$ cat src/rtl/rst_pulse_ctrl.sv
// Multi-channel self-timed peripheral reset pulse generator behind the AXI-lite register decode.
// Optional HOLD register (word 4) is built when RST_PULSE_HOLD_EN is defined.
module rst_pulse_ctrl #(
    parameter int unsigned NUM_CH      = 16,
    parameter int unsigned CNT_W       = 8,
    parameter int unsigned DEFAULT_LEN = 4,
    parameter int unsigned SELF_CH     = 12,
    parameter int unsigned ADDR_W      = 64
) (
    input  logic              clk_i,
    input  logic              rst_ni,
    input  logic [7:0]        reglk_ctrl_i,
    input  logic              acct_ctrl_i,
    input  logic              en_i,
    input  logic              we_i,
    input  logic [ADDR_W-1:0] address_i,
    input  logic [63:0]       wdata_i,
    output logic [63:0]       rdata_o,
    output logic [NUM_CH-1:0] rst_o,
    output logic              busy_o
);

    localparam logic [5:0] AddrTrigger = 6'd0;
    localparam logic [5:0] AddrLen     = 6'd1;
    localparam logic [5:0] AddrMask    = 6'd2;
    localparam logic [5:0] AddrStatus  = 6'd3;
    localparam logic [5:0] AddrHold    = 6'd4;

    typedef enum logic {StIdle, StActive} ch_state_e;

    ch_state_e          state_q [NUM_CH];
    logic [CNT_W-1:0]   cnt_q   [NUM_CH];
    logic [NUM_CH-1:0]  pulse_q;
    logic [CNT_W-1:0]   pulse_len_q;
    logic [NUM_CH-1:0]  en_mask_q;
    logic [NUM_CH-1:0]  hold;

    logic               access;
    logic               wr_en;
    logic [5:0]         word;
    logic [NUM_CH-1:0]  trig_mask;
    logic               self_rst;
    logic [CNT_W-1:0]   load_len;

    assign access    = en_i & acct_ctrl_i;
    assign wr_en     = access & we_i & ~reglk_ctrl_i[1];
    assign word      = address_i[8:3];
    assign trig_mask = (wr_en && word == AddrTrigger) ? (wdata_i[NUM_CH-1:0] & en_mask_q) : '0;
    // A self-reset request wins over every other bit of the same trigger write.
    assign self_rst  = trig_mask[SELF_CH];
    assign load_len  = (pulse_len_q == '0) ? CNT_W'(1) : pulse_len_q;

`ifdef RST_PULSE_HOLD_EN
    localparam logic [NUM_CH-1:0] SelfBit = NUM_CH'(1) << SELF_CH;
    logic [NUM_CH-1:0] hold_q;
    assign hold = hold_q;
`else
    assign hold = '0;
`endif

    always_ff @(posedge clk_i or negedge rst_ni) begin
        if (!rst_ni) begin
            pulse_len_q <= CNT_W'(DEFAULT_LEN);
            en_mask_q   <= '1;
            pulse_q     <= '0;
            for (int unsigned i = 0; i < NUM_CH; i++) begin
                state_q[i] <= StIdle;
                cnt_q[i]   <= '0;
            end
`ifdef RST_PULSE_HOLD_EN
            hold_q      <= '0;
`endif
        end else if (self_rst) begin
            pulse_len_q <= CNT_W'(DEFAULT_LEN);
            en_mask_q   <= '1;
            pulse_q     <= '0;
            for (int unsigned i = 0; i < NUM_CH; i++) begin
                state_q[i] <= StIdle;
                cnt_q[i]   <= '0;
            end
`ifdef RST_PULSE_HOLD_EN
            hold_q      <= '0;
`endif
        end else begin
            if (wr_en && word == AddrLen) begin
                pulse_len_q <= wdata_i[CNT_W-1:0];
            end
            if (wr_en && word == AddrMask) begin
                en_mask_q <= wdata_i[NUM_CH-1:0];
            end
`ifdef RST_PULSE_HOLD_EN
            if (wr_en && word == AddrHold) begin
                hold_q <= wdata_i[NUM_CH-1:0] & ~SelfBit;
            end
`endif
            for (int unsigned i = 0; i < NUM_CH; i++) begin
                if (i != SELF_CH && trig_mask[i]) begin
                    // Load and retrigger share one path, so a reload never drops the line.
                    state_q[i] <= StActive;
                    cnt_q[i]   <= load_len;
                    pulse_q[i] <= 1'b1;
                end else begin
                    case (state_q[i])
                        StActive: begin
                            if (cnt_q[i] <= CNT_W'(1)) begin
                                state_q[i] <= StIdle;
                                cnt_q[i]   <= '0;
                                pulse_q[i] <= 1'b0;
                            end else begin
                                cnt_q[i]   <= cnt_q[i] - CNT_W'(1);
                                pulse_q[i] <= 1'b1;
                            end
                        end
                        default: begin
                            state_q[i] <= StIdle;
                            cnt_q[i]   <= '0;
                            pulse_q[i] <= 1'b0;
                        end
                    endcase
                end
            end
        end
    end

    assign rst_o  = pulse_q | hold;
    assign busy_o = |rst_o;

    always_comb begin
        rdata_o = '0;
        if (access && !reglk_ctrl_i[0]) begin
            case (word)
                AddrLen:    rdata_o = 64'(pulse_len_q);
                AddrMask:   rdata_o = 64'(en_mask_q);
                AddrStatus: rdata_o = 64'(rst_o);
`ifdef RST_PULSE_HOLD_EN
                AddrHold:   rdata_o = 64'(hold_q);
`endif
                default:    rdata_o = '0;
            endcase
        end
    end

    logic unused_inputs;
    assign unused_inputs = ^{address_i[ADDR_W-1:9], address_i[2:0], wdata_i[63:NUM_CH],
                             reglk_ctrl_i[7:2]};

endmodule

$ cat config.mk
export PLATFORM = sky130hd
export DESIGN_NAME = rst_pulse_ctrl
export DESIGN_NICKNAME = d
export VERILOG_FILES = /design/src/rtl/rst_pulse_ctrl.sv
export SDC_FILE = /design/constraint.sdc
export NUM_CORES = 1
export LEC_CHECK = 0
export ABC_AREA = 1
export CORE_ASPECT_RATIO = 1.75
export CORE_MARGIN = 8
export CORE_UTILIZATION = 53
export DETAILED_ROUTE_END_ITERATION = 7
export PLACE_DENSITY = 0.81
export SYNTH_ARGS = -nofsm -noshare
export SYNTH_HDL_FRONTEND = slang
export SYNTH_SLANG_ARGS = --single-unit
$ cat constraint.sdc
create_clock -name clk_i -period 2.3 [get_ports clk_i]
set_input_delay 0.575 -clock clk_i [delete_from_list [all_inputs] [get_ports clk_i]]
set_output_delay 0.575 -clock clk_i [all_outputs]
set_load 0.05 [all_outputs]
# After elaboration in Yosys (flattened, before gate mapping)
# Index checks and enable logic that the tools add are counted.
[totals]
latch_bits = 0
n_memories = 0
rom_bits = 0
output_inout_bits = 81
ramBits = 0
ff_bits = 184
[classes]
mul = 0
bitwise_logic = 5
reduce_logical = 10
div_mod_pow = 0
n_eq_ne = 3
order_cmp = 16
muxes = 105
n_shift = 0
n_addsub = 16
[ops]
columns = ["op", "n"]
rows = [
  ["2-to-1 mux 8 bit", 50],
  ["less-or-equal comparator 8 x 1 -> 1 bit, second input constant", 16],
  ["2-to-1 mux 128 bit", 1],
  ["subtractor 8 x 1 -> 8 bit, second input constant", 16],
  ["2-to-1 mux 16 bit", 6],
  ["one-hot mux 16 bit (3 select lines)", 1],
  ["2-to-1 mux 1 bit", 47],
  ["bitwise AND 16 bit", 1],
  ["OR reduction 16 bit", 1],
  ["equality test 6 x 2 -> 1 bit, second input constant", 2],
  ["logical NOT 8 bit", 1],
  ["equality test 6 x 1 -> 1 bit, second input constant", 1],
  ["logical NOT 6 bit", 1],
  ["logical AND 1 bit", 4],
  ["nonzero test 2 bit", 2],
  ["bitwise AND 1 bit", 3],
  ["logical NOT 1 bit", 1],
  ["inverter 1 bit", 1],
]

# Logic depth before layout (Yosys ltp)
[logic_depth]
depth_word = 7
mapped_depth = 11

# Worst setup path before layout
# Ideal clock, no wire load.
[synth_timing]
kind = "in2out"
startpoint = "input port address_i[8]"
endpoint = "output port rdata_o[8]"
arrival_time_ps = 2104
path_slack_ps = -379
stages = 6
t_required_ps = 1725
path_cell_list = "nor2_4 -> nand2_1 -> nor2_2 -> buf_2 -> nand2_1 -> a21oi_1"
[synth_via]
elab_chain_len = 3
[synth_lines]
columns = ["element", "line_no", "rtl"]
rows = [
  ["start, declared", "16", "input logic [ADDR_W-1:0] address_i,"],
  ["equality test 6 x 2 -> 1 bit or equality test 6 x 1 -> 1 bit (tied branches)", "131", "case (word)"],
  ["one-hot mux 16 bit (3 select lines) (*)", "131", ""],
  ["2-to-1 mux 16 bit (*)", "130", "if (access && !reglk_ctrl_i[0]) begin"],
  ["end, declared", "18", "output logic [63:0] rdata_o,"],
]
# Mark *: on every way between the ends. The rest lies on a longest branch, timed or not.

# Worst setup path after layout
[layout_timing]
startpoint = "register pulse_q[6], in the netlist rst_o[6]"
endpoint = "output port busy_o"
[layout_via]
elab_chain_len = 1
[layout_lines]
columns = ["element", "line_no", "rtl"]
rows = [
  ["start, declared", "33", "logic [NUM_CH-1:0] pulse_q;"],
  ["start signal, assigned", "65", "pulse_q <= '0;"],
  ["start signal, assigned", "76", "pulse_q <= '0;"],
  ["start signal, assigned by index", "101", "pulse_q[i] <= 1'b1;"],
  ["OR reduction 16 bit", "126", "assign busy_o = |rst_o;"],
  ["end, declared", "20", "output logic busy_o"],
]
# No other way between the ends.

==> summary.json <==
{
  "dominant_combinational_cell_family_by_area_after_synthesis": "simple AND/OR/NAND/NOR gates",
  "crit_path_cell_trace": "nor4_1 -> nand4_1 -> buf_6",
  "wl_per_cell_um": 16.89,
  "layout-area-overhead-vs-synth_pct": 23.11,
  "synth_simple_gate_area_share": 0.3681,
  "power.switching_mw": 2.931,
  "yosysWarningCount": 0,
  "grt_max_degree": 84,
  "yosys_register_bits": 168,
  "violations": "setup timing",
  "setup-violations-final": 15,
  "p_leak_nw": 7.870,
  "post_synth.cell_area_avg_sq_um": 6.846,
  "synth_xor_area_frac": 0.03085,
  "critPathKind": "flop to output port",
  "total_standard_cell_area_after_synthesis_sq_um": 11640,
  "die-area_sq_um": 27140,
  "ctsHtreeMaxLevel": 4,
  "clock_input_transition_at_the_sequential_cells_of_the_worst_setup_and_hold_paths_ns": 0.06,
  "combPwrFrac": 0.227,
  "power.share.clock": 0.339,
  "wl_um": 36240,
  "synthMuxAreaShare": 0,
  "switching_share": 0.3298,
  "drtAntennaViolNets": 0,
  "start_kind": "flop",
  "fin_area_sq_um": 14330,
  "post_cts_hold_buffer_count": 0,
  "core_area_sq_um": 21800,
  "final_report_hold_violation_count": 0,
  "worst_slew_pin_slew_ns": 0.5828,
  "finalWeightedCongestion": 0.9285,
  "run_status": "finished, violations left",
  "power_per_cell_area_nw_per_um2": 620.2,
  "cts.sinks": 168,
  "cts_tree": "yes",
  "sequentialPowerShare": 0.434,
  "ys_seq_area_frac": 0.3630,
  "dr.first_iter.drc_count": 865,
  "grt_overflow": 0,
  "internal-power_mw": 5.956,
  "finalCriticalPeriod_ns": 2.599,
  "ctsRootBufferMaster": "clkbuf_16",
  "rows": 72,
  "finalNonFillerCells": 2145,
  "worstPathMaxFanout": 5,
  "drv_cap": 0,
  "vdd.ir_drop.worst_uv": 647.1,
  "synth_enable_flop_cells": 0,
  "clock_latency_ns": 0.45,
  "fraction_of_the_mapped_netlist_area_in_compound_gates": 0.08127,
  "grt_pass1_vias": 11650,
  "layout_setup_ws_ns": -0.2991,
  "dpl_cell_area_sq_um": 13250,
  "critical_path_required_ns": 1.73,
  "final_core_utilization": 0.6573,
  "io-pin-count": 222,
  "pre_cts_ws_ns": -0.4348,
  "rsz0062_at_grt": "true",
  "synthCells": 1700,
  "grt_pass1_wl_um": 56900,
  "dpl.cell_count": 2092,
  "max-slew-margin-rel": 0.6079,
  "io_buffer_count": 61,
  "gr_util_all_layers": 0.2671,
  "layout-drive-gt1-share": 0.1541,
  "post_synth_num_cell_types": 35,
  "nNetsFinal": 2009,
  "crit_arrival_ns": 2.02,
  "route.detailed.drc": 0,
  "slack_of_the_worst_reg_to_reg_path_ns": 0.44,
  "crit_path_top_delay_cell": "nor4_1",
  "min_period_over_period": 1.130,
  "die_h_um": 212.0,
  "post_synthesis_async_set_or_reset_flop_share": 1.000,
  "end_kind": "output port",
  "tritoncts.num_buffers": 17,
  "worstHoldPathType": "input pin to async pin",
  "synth-main-ff-cell": "dfrtp_1",
  "vias": 11990,
  "nFillCells": 1763,
  "vias_per_cell": 5.592,
  "antenna_cells": 0,
  "die_x_um": 128.0,
  "max_clock_freq_mhz": 384.7,
  "detailed_place_hpwl_um": 24570,
  "detailedRoute.firstPassIterationCount": 7,
  "synthAdderAreaFrac": 0.03440,
  "worst_path_largest_cell_delay_ns": 0.57,
  "number_of_antenna_violations_at_the_first_check_in_global_routing": 0,
  "design_power_total_mw": 8.887,
  "floorplan.initialDensity": 0.5339,
  "cts.path.max_buffers": 2,
  "clock-skew-final_ns": 0.008644,
  "slew_viol_final": 0
}
## cell usage after synthesis, types with 5 or more instances
cell / number / share of area
o21bai_1: 31 / 0.020
clkbuf_1: 16 / 0.0052
ha_1: 32 / 0.034
nand4_1: 103 / 0.055
buf_4: 51 / 0.033
nor2_1: 245 / 0.079
dfstp_2: 17 / 0.038
dfrtp_1: 151 / 0.32
nand2_1: 490 / 0.16
buf_2: 16 / 0.0069
xnor2_1: 21 / 0.016
o21a_1: 6 / 0.0039
inv_1: 211 / 0.068
xor2_1: 20 / 0.015
buf_6: 7 / 0.0068
nand3_1: 103 / 0.044
o21ai_0: 54 / 0.023
nand2_4: 10 / 0.0097
a21oi_1: 72 / 0.031
nand2_2: 5 / 0.0027
nor2_4: 6 / 0.0058
## placed cells by master, fill, tap and decap left out, types with 5 or more instances in the layout
cell type	count
xnor2_1	21
nand2_1	456
nand4_1	103
conb_1	48
nand3_2	9
inv_1	199
xor2_1	20
inv_2	10
o21a_1	6
buf_6	9
ha_1	32
nor2_2	5
dfstp_2	17
nor2_1	239
o21ai_0	47
dfrtp_1	149
a21oi_1	68
nor2_4	11
dlygate4sd2_1	10
clkinvlp_4	8
clkdlybuf4s50_1	18
buf_12	33
buf_4	84
nand3_1	93
nand3_4	6
clkbuf_16	18
nand2_4	29
nand2_2	20
o21ai_1	7
o21bai_1	31
## worst paths after layout
check                               startpoint                        end  depth (start not counted)
setup / recovery            rst_o[6]$_DFF_PN0_                     busy_o                          3
hold / removal                          rst_ni        cnt_q[28]$_DFF_PN0_                          2
setup reg to reg           cnt_q[56]$_DFF_PN0_        cnt_q[61]$_DFF_PN0_                          9
hold reg to reg            cnt_q[24]$_DFF_PN0_        cnt_q[24]$_DFF_PN0_                          1
max in group asynchronous               rst_ni  en_mask_q[11]$_DFFE_PN1P_                          2
min in group clk_i         cnt_q[24]$_DFF_PN0_        cnt_q[24]$_DFF_PN0_                          1
## cell type report
class	instances	area (sq um)	area share
clock buffers	19	432.9	0.03021
clock inverters	13	178.9	0.01249
inverters	216	825.8	0.05763
multi-input cells	1271	6548	0.4570
flip-flops and latches	168	4228	0.2951
well taps	296	370.4	0.02585
repair buffers	162	1745	0.1218
## timing repair
| item | 4_1_cts | 5_1_grt |
|---|---|---|
| pin swaps | 28 | 29 |
| buffers inserted | 13 | 8 |
| gates cloned | 2 | 1 |
| setup endpoints to repair | 25 | 93 |
| resized for setup | 100 | 46 |
| endpoints found under the hold margin | 0 | 0 |
## through the flow
stage	TNS [ns]	hold slack [ns]
3_3_place_gp	-8.211	0.4704
4_1_cts	-0.1850	0.1091
2_1_floorplan	-0.1586	0.2794
3_5_place_dp	-13.04	0.4720
5_1_grt	-1.722	0.1239
6_report	-1.162	0.09531
## sequential cells by signal, indices dropped and copies added, names as in the netlist
signal	count
pulse_len_q	8
cnt_q	128
en_mask_q	16
rst_o	16
## power groups by stage
stage               clock network (mW)  logic (mW)  registers (mW)
finish                            3.02        2.02            3.85
floorplan                            0        1.56            3.77
detailed placement                   0        1.93            3.87
global route                      3.17        2.29            3.91
global placement                     0        1.87            3.86
CTS                               3.04        1.98            3.83
## worst max-delay path, delay by kind of cell (launching register included)
kind	cells	cell delay [ns]
buffers and inverters	1	0.24
AND/OR/NAND/NOR	2	0.87
flip-flops	1	0.47
## routing by layer
metal  GRT usage  part of all wire  vias to the layer above
li1            -                 -                     5602
met1      0.2754              0.34                     5588
met2      0.4850              0.51                      595
met3     0.04445             0.081                      209
met4      0.1785             0.069                        0
met5           0                 0                        -
## kinds of logic (layout without fill, tap and decap cells)
family                     after synthesis  in the layout
xor gates and xnor gates                41             41
other                                    1             48
DFF                                    168            168
and+or+nand+nor                        982            982
buffers and inverters                  308            410
AOI/OAI and AO/OA                      168            168
adders and majority gates               32             32
No activity file was read; power rests on OpenSTA's default activity.
